### src/rtl/resp_analyzer_pkg.sv
// Shared definitions for the response analyzer: FSM state encoding,
// default MISR polynomial / golden signature, and a counter-width helper.
package resp_analyzer_pkg;

    typedef enum logic [1:0] {
        ST_IDLE   = 2'd0,
        ST_RUN    = 2'd1,
        ST_FINISH = 2'd2
    } state_e;

    localparam logic [7:0] DEFAULT_POLY   = 8'h1D;
    localparam logic [7:0] DEFAULT_GOLDEN = 8'h0F;

    // A counter that only ever holds 0 still needs one bit.
    function automatic int cnt_width(input int n);
        return (n > 1) ? $clog2(n) : 1;
    endfunction

endpackage

### src/rtl/resp_analyzer_if.sv
// Bundle between the analyzer and the block under test / controlling agent.
// The slave side is the analyzer itself.
interface resp_analyzer_if #(
    parameter int VEC_W  = 3,
    parameter int RESP_W = 2,
    parameter int MISR_W = 8
);
    logic              start;
    logic [RESP_W-1:0] resp;
    logic [VEC_W-1:0]  vec;
    logic              busy;
    logic              done;
    logic              pass;
    logic [MISR_W-1:0] signature;

    modport master (
        output start, resp,
        input  vec, busy, done, pass, signature
    );

    modport slave (
        input  start, resp,
        output vec, busy, done, pass, signature
    );
endinterface

### src/rtl/resp_analyzer_misr.sv
// Multiple-input signature register: compacts one response word per enabled
// cycle into a MISR_W-bit signature using a Galois-style feedback polynomial.
module misr
    import resp_analyzer_pkg::*;
#(
    parameter int                MISR_W = 8,
    parameter int                RESP_W = 2,
    parameter logic [MISR_W-1:0] POLY   = MISR_W'(DEFAULT_POLY)
) (
    input  logic              clk,
    input  logic              rst,
    input  logic              clear,
    input  logic              enable,
    input  logic [RESP_W-1:0] resp,
    output logic [MISR_W-1:0] sig
);

    logic [MISR_W-1:0] sig_d, sig_q;

    always_comb begin
        sig_d = sig_q;
        if (clear) begin
            sig_d = '0;
        end else if (enable) begin
            sig_d = (sig_q << 1)
                  ^ (sig_q[MISR_W-1] ? POLY : '0)
                  ^ {{(MISR_W-RESP_W){1'b0}}, resp};
        end
    end

    always_ff @(posedge clk or posedge rst) begin
        if (rst) begin
            sig_q <= '0;
        end else begin
            sig_q <= sig_d;
        end
    end

    assign sig = sig_q;

endmodule

### src/rtl/resp_analyzer.sv
// Response analyzer: steps a stimulus vector through NUM_VEC values, holding
// each for HOLD cycles, and compacts the sampled responses in a MISR.
module resp_analyzer
    import resp_analyzer_pkg::*;
#(
    parameter int                VEC_W   = 3,
    parameter int                RESP_W  = 2,
    parameter int                NUM_VEC = 4,
    parameter int                HOLD    = 10,
    parameter int                MISR_W  = 8,
    parameter logic [MISR_W-1:0] POLY    = MISR_W'(DEFAULT_POLY),
    parameter logic [MISR_W-1:0] GOLDEN  = MISR_W'(DEFAULT_GOLDEN)
) (
    input  logic          clk,
    input  logic          rst,
    resp_analyzer_if.slave bus
);

    localparam int               HC_W      = cnt_width(HOLD);
    localparam logic [HC_W-1:0]  HOLD_LAST = HC_W'(HOLD - 1);
    localparam logic [VEC_W-1:0] VEC_LAST  = VEC_W'(NUM_VEC - 1);

    state_e            state_d, state_q;
    logic [HC_W-1:0]   hold_cnt_d, hold_cnt_q;
    logic [VEC_W-1:0]  vec_d, vec_q;
    logic              pass_d, pass_q;
    logic              misr_clear, misr_en;
    logic [MISR_W-1:0] signature;

    always_comb begin
        state_d    = state_q;
        hold_cnt_d = hold_cnt_q;
        vec_d      = vec_q;
        pass_d     = pass_q;
        misr_clear = 1'b0;
        misr_en    = 1'b0;
        case (state_q)
            ST_IDLE: begin
                if (bus.start) begin
                    state_d    = ST_RUN;
                    hold_cnt_d = '0;
                    vec_d      = '0;
                    pass_d     = 1'b0;
                    misr_clear = 1'b1;
                end
            end
            ST_RUN: begin
                if (hold_cnt_q == HOLD_LAST) begin
                    hold_cnt_d = '0;
                    misr_en    = 1'b1;
                    // The last vector stays on the bus; no wrap to zero.
                    if (vec_q == VEC_LAST) begin
                        state_d = ST_FINISH;
                    end else begin
                        vec_d = vec_q + 1'b1;
                    end
                end else begin
                    hold_cnt_d = hold_cnt_q + 1'b1;
                end
            end
            ST_FINISH: begin
                pass_d  = (signature == GOLDEN);
                state_d = ST_IDLE;
            end
            default: begin
                state_d = ST_IDLE;
            end
        endcase
    end

    always_ff @(posedge clk or posedge rst) begin
        if (rst) begin
            state_q    <= ST_IDLE;
            hold_cnt_q <= '0;
            vec_q      <= '0;
            pass_q     <= 1'b0;
        end else begin
            state_q    <= state_d;
            hold_cnt_q <= hold_cnt_d;
            vec_q      <= vec_d;
            pass_q     <= pass_d;
        end
    end

    misr #(
        .MISR_W (MISR_W),
        .RESP_W (RESP_W),
        .POLY   (POLY)
    ) u_misr (
        .clk    (clk),
        .rst    (rst),
        .clear  (misr_clear),
        .enable (misr_en),
        .resp   (bus.resp),
        .sig    (signature)
    );

    // The verdict is already visible during the done cycle, then held.
    assign bus.pass      = (state_q == ST_FINISH) ? (signature == GOLDEN) : pass_q;
    assign bus.busy      = (state_q == ST_RUN);
    assign bus.done      = (state_q == ST_FINISH);
    assign bus.vec       = vec_q;
    assign bus.signature = signature;

endmodule
### src/flat_wrapper.sv
// flat-port wrapper written by rule: the top's interface ports become plain ports
module resp_analyzer_flat import resp_analyzer_pkg::*;
#(
    parameter int                VEC_W   = 3,
    parameter int                RESP_W  = 2,
    parameter int                NUM_VEC = 4,
    parameter int                HOLD    = 10,
    parameter int                MISR_W  = 8,
    parameter logic [MISR_W-1:0] POLY    = MISR_W'(DEFAULT_POLY),
    parameter logic [MISR_W-1:0] GOLDEN  = MISR_W'(DEFAULT_GOLDEN)
)
  (clk, rst, bus_start, bus_resp, bus_vec, bus_busy, bus_done, bus_pass, bus_signature);
  resp_analyzer_if #(.VEC_W(VEC_W), .RESP_W(RESP_W), .MISR_W(MISR_W)) bus_i ();
  input  logic clk;
  input  logic rst;
  input wire logic [$bits(bus_i.start)-1:0] bus_start;
  input wire logic [$bits(bus_i.resp)-1:0] bus_resp;
  output wire logic [$bits(bus_i.vec)-1:0] bus_vec;
  output wire logic [$bits(bus_i.busy)-1:0] bus_busy;
  output wire logic [$bits(bus_i.done)-1:0] bus_done;
  output wire logic [$bits(bus_i.pass)-1:0] bus_pass;
  output wire logic [$bits(bus_i.signature)-1:0] bus_signature;
  assign bus_i.start = bus_start;
  assign bus_i.resp = bus_resp;
  assign bus_vec = bus_i.vec;
  assign bus_busy = bus_i.busy;
  assign bus_done = bus_i.done;
  assign bus_pass = bus_i.pass;
  assign bus_signature = bus_i.signature;
  resp_analyzer #(.VEC_W(VEC_W), .RESP_W(RESP_W), .NUM_VEC(NUM_VEC), .HOLD(HOLD), .MISR_W(MISR_W), .POLY(POLY), .GOLDEN(GOLDEN)) u_core (.clk(clk), .rst(rst), .bus(bus_i));
endmodule
### config.mk
export PLATFORM = sky130hd
export DESIGN_NAME = resp_analyzer_flat
export DESIGN_NICKNAME = d
export VERILOG_FILES = /design/src/rtl/resp_analyzer_pkg.sv /design/src/rtl/resp_analyzer_if.sv /design/src/rtl/resp_analyzer_misr.sv /design/src/rtl/resp_analyzer.sv /design/src/flat_wrapper.sv
export SDC_FILE = /design/constraint.sdc
export NUM_CORES = 1
export LEC_CHECK = 0
export CORE_ASPECT_RATIO = 1.5
export CORE_MARGIN = 4
export CORE_UTILIZATION = 50
export DETAILED_ROUTE_END_ITERATION = 7
export PLACE_DENSITY = 0.8
export SYNTH_ARGS = -nofsm -noshare
export SYNTH_HDL_FRONTEND = slang
export SYNTH_SLANG_ARGS = --single-unit
### constraint.sdc
create_clock -name clk -period 2.4 [get_ports clk]
set_input_delay 0.48 -clock clk [delete_from_list [all_inputs] [get_ports clk]]
set_output_delay 0.48 -clock clk [all_outputs]
set_load 0.05 [all_outputs]
=== Word level (Yosys, flattened, before mapping) ===
Index checks and enable logic that the tools add are counted.

* Register bits after elaboration: 18
* Input bits: 5
* Output and inout port bits: 14
* Word-level logic and storage cells: 47

* Add/sub/neg operators: 2
* Equal/unequal tests: 9
* Muxes and demuxes: 21
* Bitwise logic cells: 2
* Reduce and logical (&&, ||, !) cells: 8

{| class="wikitable"
|+ Operator list
! cell !! count
|-
| 8-bit two-way mux || 2
|-
| 3-bit two-way mux || 3
|-
| 8-bit by 4-bit == test with 1-bit output (second input constant) || 1
|-
| 4-bit two-way mux || 2
|-
| 4-bit one-hot mux with 2 select lines || 1
|-
| 8-bit by 2-bit bitwise XOR with 8-bit output || 1
|-
| 8-bit by 5-bit bitwise XOR with 8-bit output || 1
|-
| 1-bit two-way mux || 6
|-
| 2-bit two-way mux || 3
|-
| 3-bit one-hot mux with 2 select lines || 1
|-
| 2-bit nonzero test || 3
|-
| 5-bit two-way mux || 1
|-
| 4-bit by 1-bit adder with 4-bit output (second input constant) || 1
|-
| 4-bit == test (second input constant) || 1
|-
| 2-bit by 1-bit inequality test with 1-bit output (second input constant) || 2
|-
| 2-bit inequality test (second input constant) || 2
|-
| 2-bit one-hot mux with 2 select lines || 1
|-
| 2-bit AND reduction || 2
|-
| 4-bit AND reduction || 1
|-
| 3-bit by 1-bit adder with 3-bit output (second input constant) || 1
|-
| 3-bit by 2-bit == test with 1-bit output (second input constant) || 1
|-
| 3-bit AND reduction || 1
|-
| 2-bit by 1-bit == test with 1-bit output (second input constant) || 1
|-
| 2-bit == test (second input constant) || 1
|-
| other kinds (2) || 2
|}

=== Longest topological paths before layout ===
Gate-level depths: netlist of run 1.

* Depth in word-level cells: 5
* Gate-level depth with buffers: 6
* Mapped depth without buffers: 5

=== By module ===
A second synthesis of run 1 with hierarchy kept.

* Cell total of the unflattened synthesis: 94
* Area, all modules: 972.2 um2

{| class="wikitable"
|+ By module, submodules not included
! module !! instances !! cells an instance !! area each (um2) !! seq. area each (um2)
|-
| resp_analyzer || 1 || 61 || 581.8 || 250.2
|-
| misr || 1 || 33 || 390.4 || 200.2
|}

=== Worst setup path after synthesis of run 1 ===
No wires, ideal clock.

* Kind: register to output
* Start point: reg u_core.state_q[0]
* End point: out bus_pass
* Arrival time: 2.003 ns
* Required time: 1.920 ns
* Path slack: -0.083 ns
* Cell stages (with the launch flop): 4
* Path buffers: 1
* Path through: dfrtp_1 -> clkbuf_1 -> nor2b_2 -> o21ai_0

* Word-level cells in the longest chain between the ends: 2

{| class="wikitable"
|+ RTL lines
! item !! RTL line !! RTL
|-
| start, declared || resp_analyzer.sv:23 || <nowiki>state_e state_d, state_q;</nowiki>
|-
| start signal, assigned || resp_analyzer.sv:78 || <nowiki>state_q <= state_d;</nowiki>
|-
| 2-bit == test || - ||
|-
| named net bus_done || flat_wrapper.sv:20 || <nowiki>output wire logic [$bits(bus_i.done)-1:0] bus_done;</nowiki>
|-
| 1-bit two-way mux || resp_analyzer.sv:99 || <nowiki>assign bus.pass = (state_q == ST_FINISH) ? (signature == GOLDEN) : pass_q;</nowiki>
|-
| end, declared || flat_wrapper.sv:21 || <nowiki>output wire logic [$bits(bus_i.pass)-1:0] bus_pass;</nowiki>
|}

The timed path passes the listed nets, and every way through them passes these cells.

=== Final worst setup path of run 1 ===
* Start point: reg u_core.u_misr.sig_q[7], in the netlist u_core.u_misr.sig[7]
* End point: out bus_signature[7]

{| class="wikitable"
|+ RTL lines
! item !! RTL line !! RTL
|-
| start, declared || resp_analyzer_misr.sv:18 || <nowiki>logic [MISR_W-1:0] sig_d, sig_q;</nowiki>
|-
| start signal, assigned || resp_analyzer_misr.sv:35 || <nowiki>sig_q <= sig_d;</nowiki>
|-
| end, declared || flat_wrapper.sv:22 || <nowiki>output wire logic [$bits(bus_i.signature)-1:0] bus_signature;</nowiki>
|}

No word-level cell between the ends.

==> flow_metrics.tcl, run 1 <==
set metrics [dict create \
    status "complete, no violations" \
    drc 0 \
    synth_fp_nets 103 \
    detailed_place.area_um2 1160 \
    p_per_area_nw_per_um2 509 \
    worst_setup_path_start_kind "register" \
    irDropWorstVdd_uv 427 \
    multiInputGateArea_um2 487 \
    postSynthCellCount 94 \
    r2r_setup_slack_ps 850 \
    globalplace.congestion 0.740 \
    post_synth_main_area_contributors "sky130_fd_sc_hd__dfrtp_1 (46%), sky130_fd_sc_hd__ha_1 (5.1%), sky130_fd_sc_hd__xnor2_1 (4.5%)" \
    worst-endpoint-required_ps 1920 \
    post-route-min-period_ps 2180 \
    core-area_um2 1850 \
    setup_violations 0 \
    portBuffers 18 \
    clk_path_buf_depth 2 \
    setup_repair_after_global_routing_missed_its_margin "false" \
    number_of_antenna_violations_at_the_first_check_in_global_routing 0 \
    tritoncts.num_buffers 3 \
    final-instance-count-excl-fill 132 \
    worst_path_dominant_cell_family "buffers and inverters" \
    max_freq_mhz 458 \
    timing.critical_path.slowest_stage_cell "sky130_fd_sc_hd__clkdlybuf4s50_1" \
    start_util_pct 52.7 \
    hold_viol_final 0 \
    routed-via-count 743 \
    synth_seq_area_share_pct 46.1 \
    post_cts.repair.setup_buffers 0 \
    stdcell_area_um2 1190 \
    max_cap_viol_count 0 \
    chipWidth_um 44.1 \
    post-place-cells 129 \
    power.static_leakage_nw 0.541 \
    final_net_count 122 \
    first_global_vias 764 \
    yosys_register_bits 18 \
    relSlewSlack_pct 54.3 \
    floorplan.rows 19 \
    crit_path_max_incr_delay_ps 870 \
    most_used_cells_in_the_layout_excluding_fill_and_tap_cells "sky130_fd_sc_hd__dfrtp_1 (18), sky130_fd_sc_hd__clkdlybuf4s50_1 (15), sky130_fd_sc_hd__nand2_1 (10), sky130_fd_sc_hd__o21ai_0 (6), sky130_fd_sc_hd__a21oi_1 (6)" \
    grt_max_degree 19 \
    cts_tree "yes" \
    finalHoldWorstSlack_ps 513 \
    crit_arrival_ps 1700 \
    grt_pass1_wl_um 3350 \
    htreeDepth 1 \
    tns_ps 0 \
    postCtsResizedCells 0 \
    path_clk_slew_ps 90 \
    route.detailed.wl_per_inst_um 14.5 \
    drt.antenna.violating_nets 0 \
    initialDrtViolationCount 19 \
    router_iterations_before_antenna_repair 4 \
    tot_gr_track_use_pct 16.0 \
    final-max-slew-violation-count 0 \
    synth_area_per_cell_um2 10.4 \
    grt_overflow_total 0 \
    endpoint_kind "output pin" \
    timing.final.crit_share_pct 91.0 \
    mostFrequentLayoutCell "sky130_fd_sc_hd__dfrtp_1" \
    drt-vias-per-instance 5.63 \
    cts_hold_buffers 0 \
    yosysWarningCount 0 \
    seqCellArea_um2 450 \
    clock-root-buffer "sky130_fd_sc_hd__clkbuf_4" \
    hpwlAfterDp_um 1450 \
    ys_types 30 \
    worstHoldPathType "reg2reg" \
    antenna_cells_inserted 0 \
    finalClockSkew_ps 3.55 \
    worst_skew_pair.late_latency_ps 290 \
    die_area_um2 2740 \
    io-pin-count 19 \
    synth.cell_area_um2 977 \
    critical_path_peak_fanout 8 \
    filler_cell_count 150 \
    setup.worst_path.class "reg2out" \
    largest_area_contributor_in_the_netlist "sky130_fd_sc_hd__dfrtp_1" \
    drive_gt1_share_pct 10.8 \
    worstPathBufferInverterCount 1 \
    area.growth.synth_to_final_pct 21.4 \
    final_core_util_pct 64.0 \
    clock_sink_count 18 \
    proportion_of_netlist_area_held_by_the_largest_area_contributor_pct 46.1 \
    worst-slew-pin-transition_ps 684 \
    postRouteWirelength_um 1920 \
    die_height_um 62.1 \
    critical_path.cell_chain "clkdlybuf4s50_1" \
]
-- synth_stat cells (all sizes together) --
master	instances
dfrtp	18
nand2	10
o21ai	7
a21oi	6
a211oi	5
inv	5
xnor2	5
and3	4
ha	4
mux2i	4
a221o	3
nor2	3
buf	2
clkbuf	2
nor2b	2
nor3b	2
a21o	1
and3b	1
and4b	1
clkinv	1
nand2b	1
nand3	1
nand3b	1
nand4bb	1
nor4b	1
o21bai	1
or3	1
or3b	1
-- metal layers --
| layer | vias up | global-route usage (%) | share of wire [%] |
|---|---|---|---|
| met2 | 16 | 27.0 | 51 |
| met5 | - | 0 | 0 |
| li1 | 370 | - | - |
| met4 | 0 | 7.92 | 3.1 |
| met1 | 350 | 18.2 | 43 |
| met3 | 7 | 3.18 | 3.5 |
-- logic make-up after synthesis --
family	Yosys count	synth area share [%]
and+or+nand+nor	30	20.9
AOI/OAI and AO/OA	23	15.2
DFF	18	46.1
buffers and inverters	10	4.10
xor gates and xnor gates	5	4.48
muxes	4	4.10
adders and majority gates	4	5.12
-- path summary, 6_finish.rpt --
path | start | endpoint | depth (start not counted)
max in group asynchronous | rst | u_core.hold_cnt_q[3] | 2
worst min register to register | u_core.pass_q | u_core.pass_q | 2
min in group asynchronous | rst | u_core.pass_q | 2
worst min-delay path | u_core.pass_q | u_core.pass_q | 2
worst max-delay path | u_core.u_misr.sig[7] | bus_signature[7] | 1
worst max register to register | u_core.bus.vec[0] | u_core.bus.vec[0] | 4
-- worst reg2reg max path, cell delays in order, from the launching register on --
cell and delay (ps):
sky130_fd_sc_hd__dfrtp_1 420, sky130_fd_sc_hd__ha_1 210, sky130_fd_sc_hd__ha_1 200, sky130_fd_sc_hd__or3_1 460, sky130_fd_sc_hd__mux2i_1 150
-- flip-flops by register name, summed over array words and instances (netlist names) --
register           count
u_core.u_misr.sig      8
u_core.bus.vec         3
u_core.hold_cnt_q      4
u_core.pass_q          1
u_core.state_q         2
-- final cells by class --
class                   instances  share of cell area, %
multi-input cells              66                   41.0
flip-flops and latches         18                   38.0
repair buffers                 18                   15.0
well taps                      21                   2.22
clock buffers                   3                   1.90
inverters                       6                   1.90
-- where the power goes --
part | switching, mW | total (mW) | internal, mW
logic | 0.0745 | 0.123 | 0.0483
registers | 0.0174 | 0.334 | 0.317
clock network | 0.0885 | 0.147 | 0.0585
total | 0.180 | 0.604 | 0.424
-- per-stage QoR --
stage                     worst slack (ps)  power (mW)
after global routing                   155       0.631
final                                  215       0.604
after global placement                 423       0.462
after CTS                             55.1       0.611
after floorplan                        127       0.419
after detailed placement               387       0.463
Power figures use the tool's default switching activity.
==> run 2, diff against run 1 <==
--- a/config.mk
+++ b/config.mk
@@ -10,6 +10,7 @@
 export CORE_UTILIZATION = 50
 export DETAILED_ROUTE_END_ITERATION = 7
 export PLACE_DENSITY = 0.8
+export RECOVER_POWER = 50
 export SYNTH_ARGS = -nofsm -noshare
 export SYNTH_HDL_FRONTEND = slang
 export SYNTH_SLANG_ARGS = --single-unit
==> flow_metrics.tcl, run 2 (synthesis results as in run 1) <==
set metrics [dict create \
    critical_path.cell_chain "clkdlybuf4s50_1" \
    io-pin-count 19 \
    p_per_area_nw_per_um2 509 \
    die_area_um2 2740 \
    setup_repair_after_global_routing_missed_its_margin "false" \
    largest_register_ff_count 8 \
    start_util_pct 52.7 \
    grt_overflow_total 0 \
    core-area_um2 1850 \
    hpwlAfterDp_um 1450 \
    antenna_cells_inserted 0 \
    router_iterations_before_antenna_repair 4 \
    drive_gt1_share_pct 10.8 \
    finalClockSkew_ps 3.55 \
    setup_violations 0 \
    postCtsResizedCells 0 \
    post_cts.repair.setup_buffers 0 \
    worstHoldPathType "reg2reg" \
    clk_path_buf_depth 2 \
    number_of_antenna_violations_at_the_first_check_in_global_routing 0 \
    relSlewSlack_pct 54.3 \
    post-route-min-period_ps 2180 \
    htreeDepth 1 \
    worstSetupPathDepth 1 \
    postLayoutSetupSlackWorst_ps 215 \
    worst_path_dominant_cell_family "buffers and inverters" \
    max_freq_mhz 458 \
    irDropWorstVdd_uv 427 \
    hold_viol_final 0 \
    final_net_count 122 \
    chipWidth_um 44.1 \
    crit_arrival_ps 1700 \
    final_core_util_pct 64.0 \
    cts_hold_buffers 0 \
    status "complete, no violations" \
    final-max-slew-violation-count 0 \
    clock_sink_count 18 \
    globalplace.congestion 0.740 \
    timing.critical_path.slowest_stage_cell "sky130_fd_sc_hd__clkdlybuf4s50_1" \
    postRouteWirelength_um 1910 \
    pre_cts_slack_ps 387 \
    worst_setup_path_start_kind "register" \
    tot_gr_track_use_pct 16.0 \
    worstPathBufferInverterCount 1 \
    grt_max_degree 19 \
    crit_path_max_incr_delay_ps 870 \
    power.static_leakage_nw 0.542 \
    clock-root-buffer "sky130_fd_sc_hd__clkbuf_4" \
    grt_pass1_wl_um 3350 \
    most_used_cells_in_the_layout_excluding_fill_and_tap_cells "sky130_fd_sc_hd__dfrtp_1 (18), sky130_fd_sc_hd__clkdlybuf4s50_1 (13), sky130_fd_sc_hd__nand2_1 (10), sky130_fd_sc_hd__o21ai_0 (6), sky130_fd_sc_hd__a21oi_1 (6)" \
    drc 0 \
    area.growth.synth_to_final_pct 21.4 \
    mostFrequentLayoutCell "sky130_fd_sc_hd__dfrtp_1" \
    worst-slew-pin-transition_ps 684 \
    routed-via-count 743 \
    portBuffers 18 \
    timing.rr.start "u_core.bus.vec[0]" \
    hold_start "u_core.pass_q" \
    tritoncts.num_buffers 3 \
    drt-vias-per-instance 5.63 \
    first_global_vias 764 \
    drt.antenna.violating_nets 0 \
    max_cap_viol_count 0 \
    endpoint_kind "output pin" \
    r2r_cells 4 \
    worst_skew_pair.late_latency_ps 290 \
    route.detailed.wl_per_inst_um 14.5 \
    tns_ps 0 \
    worst_hold_path.num_cells 2 \
    initialDrtViolationCount 19 \
    cts_tree "yes" \
    timing.final.crit_share_pct 91.0 \
    startpoint "u_core.u_misr.sig[7]" \
    setup.worst_path.class "reg2out" \
    worst-endpoint-required_ps 1920 \
    floorplan.rows 19 \
    critical_path_peak_fanout 8 \
    path_clk_slew_ps 90 \
    die_height_um 62.1 \
]
## run 2: report_power, final
group	switching, mW	internal, mW	leakage, nW
Sequential	0.0174	0.317	0.207
Clock	0.0885	0.0585	0.0138
Combinational	0.0745	0.0476	0.321
Total	0.180	0.423	0.542
## run 2: metal layers
layer	track usage, %	up-vias	wire length, µm
met5	0	-	0
met4	7.92	0	59
met3	3.18	7	66
met2	27.0	16	972
met1	18.2	350	815
li1	-	370	-
## run 2: layout make-up
| type | instances | area [µm²] |
|---|---|---|
| clock buffer | 3 | 22.5 |
| multi-input combinational | 66 | 487 |
| timing repair buffer | 18 | 178 |
| sequential | 18 | 450 |
| tap | 21 | 26.3 |
| fill | 150 | 668 |
| inverter | 6 | 22.5 |
## run 2: final timing paths
kind                                         to  slack, ps
hold reg to reg                   u_core.pass_q        510
hold / removal                    u_core.pass_q        510
setup reg to reg              u_core.bus.vec[0]        850
max in group asynchronous  u_core.hold_cnt_q[3]       1250
min in group asynchronous         u_core.pass_q        720
setup / recovery               bus_signature[7]        220
## run 2: metrics by stage
stage | instances | power (mW) | instance area, µm² | hold WS [ps]
2_1_floorplan | 94 | 0.419 | 977 | 419
3_3_place_gp | 129 | 0.462 | 1160 | 488
4_1_cts | 132 | 0.611 | 1180 | 519
5_1_grt | 132 | 0.631 | 1190 | 554
3_5_place_dp | 129 | 0.463 | 1160 | 496
6_report | 132 | 0.603 | 1190 | 513
==> run 3, diff against run 2 <==
--- a/config.mk
+++ b/config.mk
@@ -5,11 +5,11 @@
 export SDC_FILE = /design/constraint.sdc
 export NUM_CORES = 1
 export LEC_CHECK = 0
-export CORE_ASPECT_RATIO = 1.5
+export ABC_AREA = 1
 export CORE_MARGIN = 4
 export CORE_UTILIZATION = 50
 export DETAILED_ROUTE_END_ITERATION = 7
-export PLACE_DENSITY = 0.8
+export PLACE_DENSITY = 0.81
 export RECOVER_POWER = 50
 export SYNTH_ARGS = -nofsm -noshare
 export SYNTH_HDL_FRONTEND = slang
==> flow_metrics.tcl, run 3 <==
set metrics [dict create \
    synth.cell_area_um2 950 \
    post-place-cells 155 \
    tot_gr_track_use_pct 17.7 \
    startpoint "u_core.state_q[0]" \
    chipWidth_um 51.6 \
    die_area_um2 2660 \
    setup.worst_path.class "reg2out" \
    synth_common_cells "sky130_fd_sc_hd__nand2_1 (28), sky130_fd_sc_hd__dfrtp_1 (18), sky130_fd_sc_hd__inv_1 (17), sky130_fd_sc_hd__nand3_1 (15), sky130_fd_sc_hd__o21ai_0 (7)" \
    tns_ps 0 \
    path_clk_slew_ps 110 \
    critical_path.cell_chain "inv_1 -> nor2_4 -> clkdlybuf4s50_1" \
    route.detailed.wl_per_inst_um 12.8 \
    antenna_cells_inserted 0 \
    timing.critical_path.slowest_stage_cell "sky130_fd_sc_hd__clkdlybuf4s50_1" \
    post_synth_main_area_contributors "sky130_fd_sc_hd__dfrtp_1 (47%), sky130_fd_sc_hd__nand2_1 (11%), sky130_fd_sc_hd__nand3_1 (7.9%)" \
    worst_skew_pair.late_latency_ps 290 \
    synth_enable_flop_cells 0 \
    hold_start "u_core.pass_q" \
    worst_hold_path.num_cells 2 \
    floorplan.rows 15 \
    start_util_pct 53.8 \
    critical_path_peak_fanout 7 \
    worst_setup_path_start_kind "register" \
    finalClockSkew_ps 6.94 \
    yosysMostFrequentCell "sky130_fd_sc_hd__nand2_1" \
    worst-endpoint-required_ps 1920 \
    synth_area_per_cell_um2 8.40 \
    clock_sink_count 18 \
    yosys_register_bits 18 \
    crit_path_max_incr_delay_ps 830 \
    power.static_leakage_nw 0.644 \
    setup_violations 0 \
    ys_types 19 \
    r2r_cells 7 \
    synth_seq_area_share_pct 47.4 \
    async_flop_share_pct 100 \
    grt_max_degree 19 \
    globalplace.congestion 0.796 \
    met3WireLength_um 69 \
    irDropWorstVdd_uv 685 \
    initialDrtViolationCount 26 \
    drt-vias-per-instance 5.01 \
    htreeDepth 1 \
    hold_viol_final 0 \
    die_height_um 51.6 \
    mostFrequentLayoutCell "sky130_fd_sc_hd__nand2_1" \
    drc 0 \
    proportion_of_netlist_area_held_by_the_largest_area_contributor_pct 47.4 \
    portBuffers 18 \
    grt_pass1_wl_um 3560 \
    drt_met1_wl_um 924 \
    yosysWarningCount 0 \
    most_used_cells_in_the_layout_excluding_fill_and_tap_cells "sky130_fd_sc_hd__nand2_1 (28), sky130_fd_sc_hd__dfrtp_1 (18), sky130_fd_sc_hd__inv_1 (17), sky130_fd_sc_hd__nand3_1 (17), sky130_fd_sc_hd__clkdlybuf4s50_1 (15)" \
    grt_overflow_total 0 \
    endpoint_kind "output pin" \
    detailed_place.area_um2 1150 \
    top_layer "met4" \
    cts_tree "yes" \
    router_iterations_before_antenna_repair 4 \
    min_to "u_core.pass_q" \
    p_per_area_nw_per_um2 708 \
    postRouteWirelength_um 2040 \
    hpwlAfterDp_um 1580 \
    worstHoldPathType "reg2reg" \
    largest_register_ff_count 8 \
    final_net_count 144 \
    max_cap_viol_count 0 \
    drive_gt1_share_pct 6.72 \
    core-area_um2 1760 \
    clk_path_buf_depth 2 \
    first_global_vias 803 \
    clock-root-buffer "sky130_fd_sc_hd__clkbuf_4" \
    postLayoutSetupSlackWorst_ps 157 \
    timing.rr.start "u_core.hold_cnt_q[1]" \
    largest_area_contributor_in_the_netlist "sky130_fd_sc_hd__dfrtp_1" \
    routed-via-count 796 \
    number_of_antenna_violations_at_the_first_check_in_global_routing 0 \
    io-pin-count 19 \
    stdcell_area_um2 1180 \
    area.growth.synth_to_final_pct 24.5 \
    finalHoldWorstSlack_ps 528 \
    pre_cts_slack_ps 408 \
    endpoint_of_the_worst_register_to_register_path "u_core.bus.vec[0]" \
    max_freq_mhz 446 \
    met2_length_um 1030 \
    final-instance-count-excl-fill 159 \
    r2r_setup_slack_ps 910 \
    status "complete, no violations" \
    timing.final.crit_share_pct 93.5 \
    tritoncts.num_buffers 3 \
    setup_repair_after_global_routing_missed_its_margin "false" \
    worst-slew-pin-transition_ps 687 \
    drt.antenna.violating_nets 0 \
    final-max-slew-violation-count 0 \
    postSynthCellCount 113 \
    post-route-min-period_ps 2240 \
    yosys_most_used_dff "sky130_fd_sc_hd__dfrtp_1" \
    synth_fp_nets 122 \
    crit_arrival_ps 1760 \
    relSlewSlack_pct 54.2 \
]
==> run 3: cell types whose count changed in the layout (fill, tap and decap cells not counted), moves of 3 or more <==
| cell | before | now |
|---|---|---|
| sky130_fd_sc_hd__a221o_1 | 3 | 0 |
| sky130_fd_sc_hd__xnor2_1 | 5 | 0 |
| sky130_fd_sc_hd__a21oi_1 | 6 | 0 |
| sky130_fd_sc_hd__nand2_1 | 10 | 28 |
| sky130_fd_sc_hd__a211oi_1 | 5 | 0 |
| sky130_fd_sc_hd__nand3_1 | 1 | 17 |
| sky130_fd_sc_hd__mux2i_1 | 4 | 0 |
| sky130_fd_sc_hd__xor2_1 | 0 | 5 |
| sky130_fd_sc_hd__inv_1 | 5 | 17 |
| sky130_fd_sc_hd__and3_1 | 4 | 0 |
==> run 3: worst max path at each step <==
stage                to  cells past startpoint
2_1_floorplan  bus_pass                      5
3_3_place_gp   bus_done                      4
3_5_place_dp   bus_done                      4
4_1_cts        bus_done                      4
5_1_grt        bus_busy                      3
6_report       bus_busy                      3
==> run 3: logic make-up (layout without fill, tap and decap cells) <==
kind of cell,Yosys count,after routing,share of synthesized area (%)
AO/OA/AOI/OAI,10,10,5.67
XOR/XNOR,5,5,4.61
buffers and inverters,19,40,7.64
adder cells (fa/ha/maj),4,4,5.27
AND/OR/NAND/NOR,57,57,29.4
flip-flops,18,18,47.4
==> run 3: timing repair <==
action | in CTS | in global routing
resized for setup | 0 | 1
setup buffers | 0 | 0
hold buffers | 0 | 0
setup endpoints to repair | 0 | 1
==> run 3: per-layer routing <==
| metal | vias to the layer above | track usage, % |
|---|---|---|
| li1 | 402 | - |
| met4 | 0 | 5.24 |
| met3 | 2 | 3.44 |
| met1 | 373 | 22.4 |
| met2 | 19 | 30.5 |
| met5 | - | 0 |
==> run 3: metrics by stage <==
step | utilization, % | total power, mW
after floorplan | - | 0.580
after CTS | 67.4 | 0.849
final | 67.0 | 0.838
after global routing | 67.0 | 0.894
after detailed placement | 65.4 | 0.664
after global placement | 65.4 | 0.648
==> run 3: power breakdown <==
part	leakage [nW]	internal (mW)	switching [mW]
Clock	0.0210	0.0923	0.0921
Sequential	0.231	0.348	0.0518
Combinational	0.392	0.0924	0.161
==> run 3: area by class of cell <==
class | count | area, µm²
tap | 25 | 31.3
inverter | 18 | 67.6
multi-input combinational | 76 | 417
fill | 160 | 582
sequential | 18 | 450
timing repair buffer | 18 | 180
clock buffer | 4 | 36.3
==> run 3: worst max-delay path: cells and delay by family, from the launching register on <==
family        cells  cell delay, ps
buf+inv           2             920
flops             1             380
simple gates      1             170
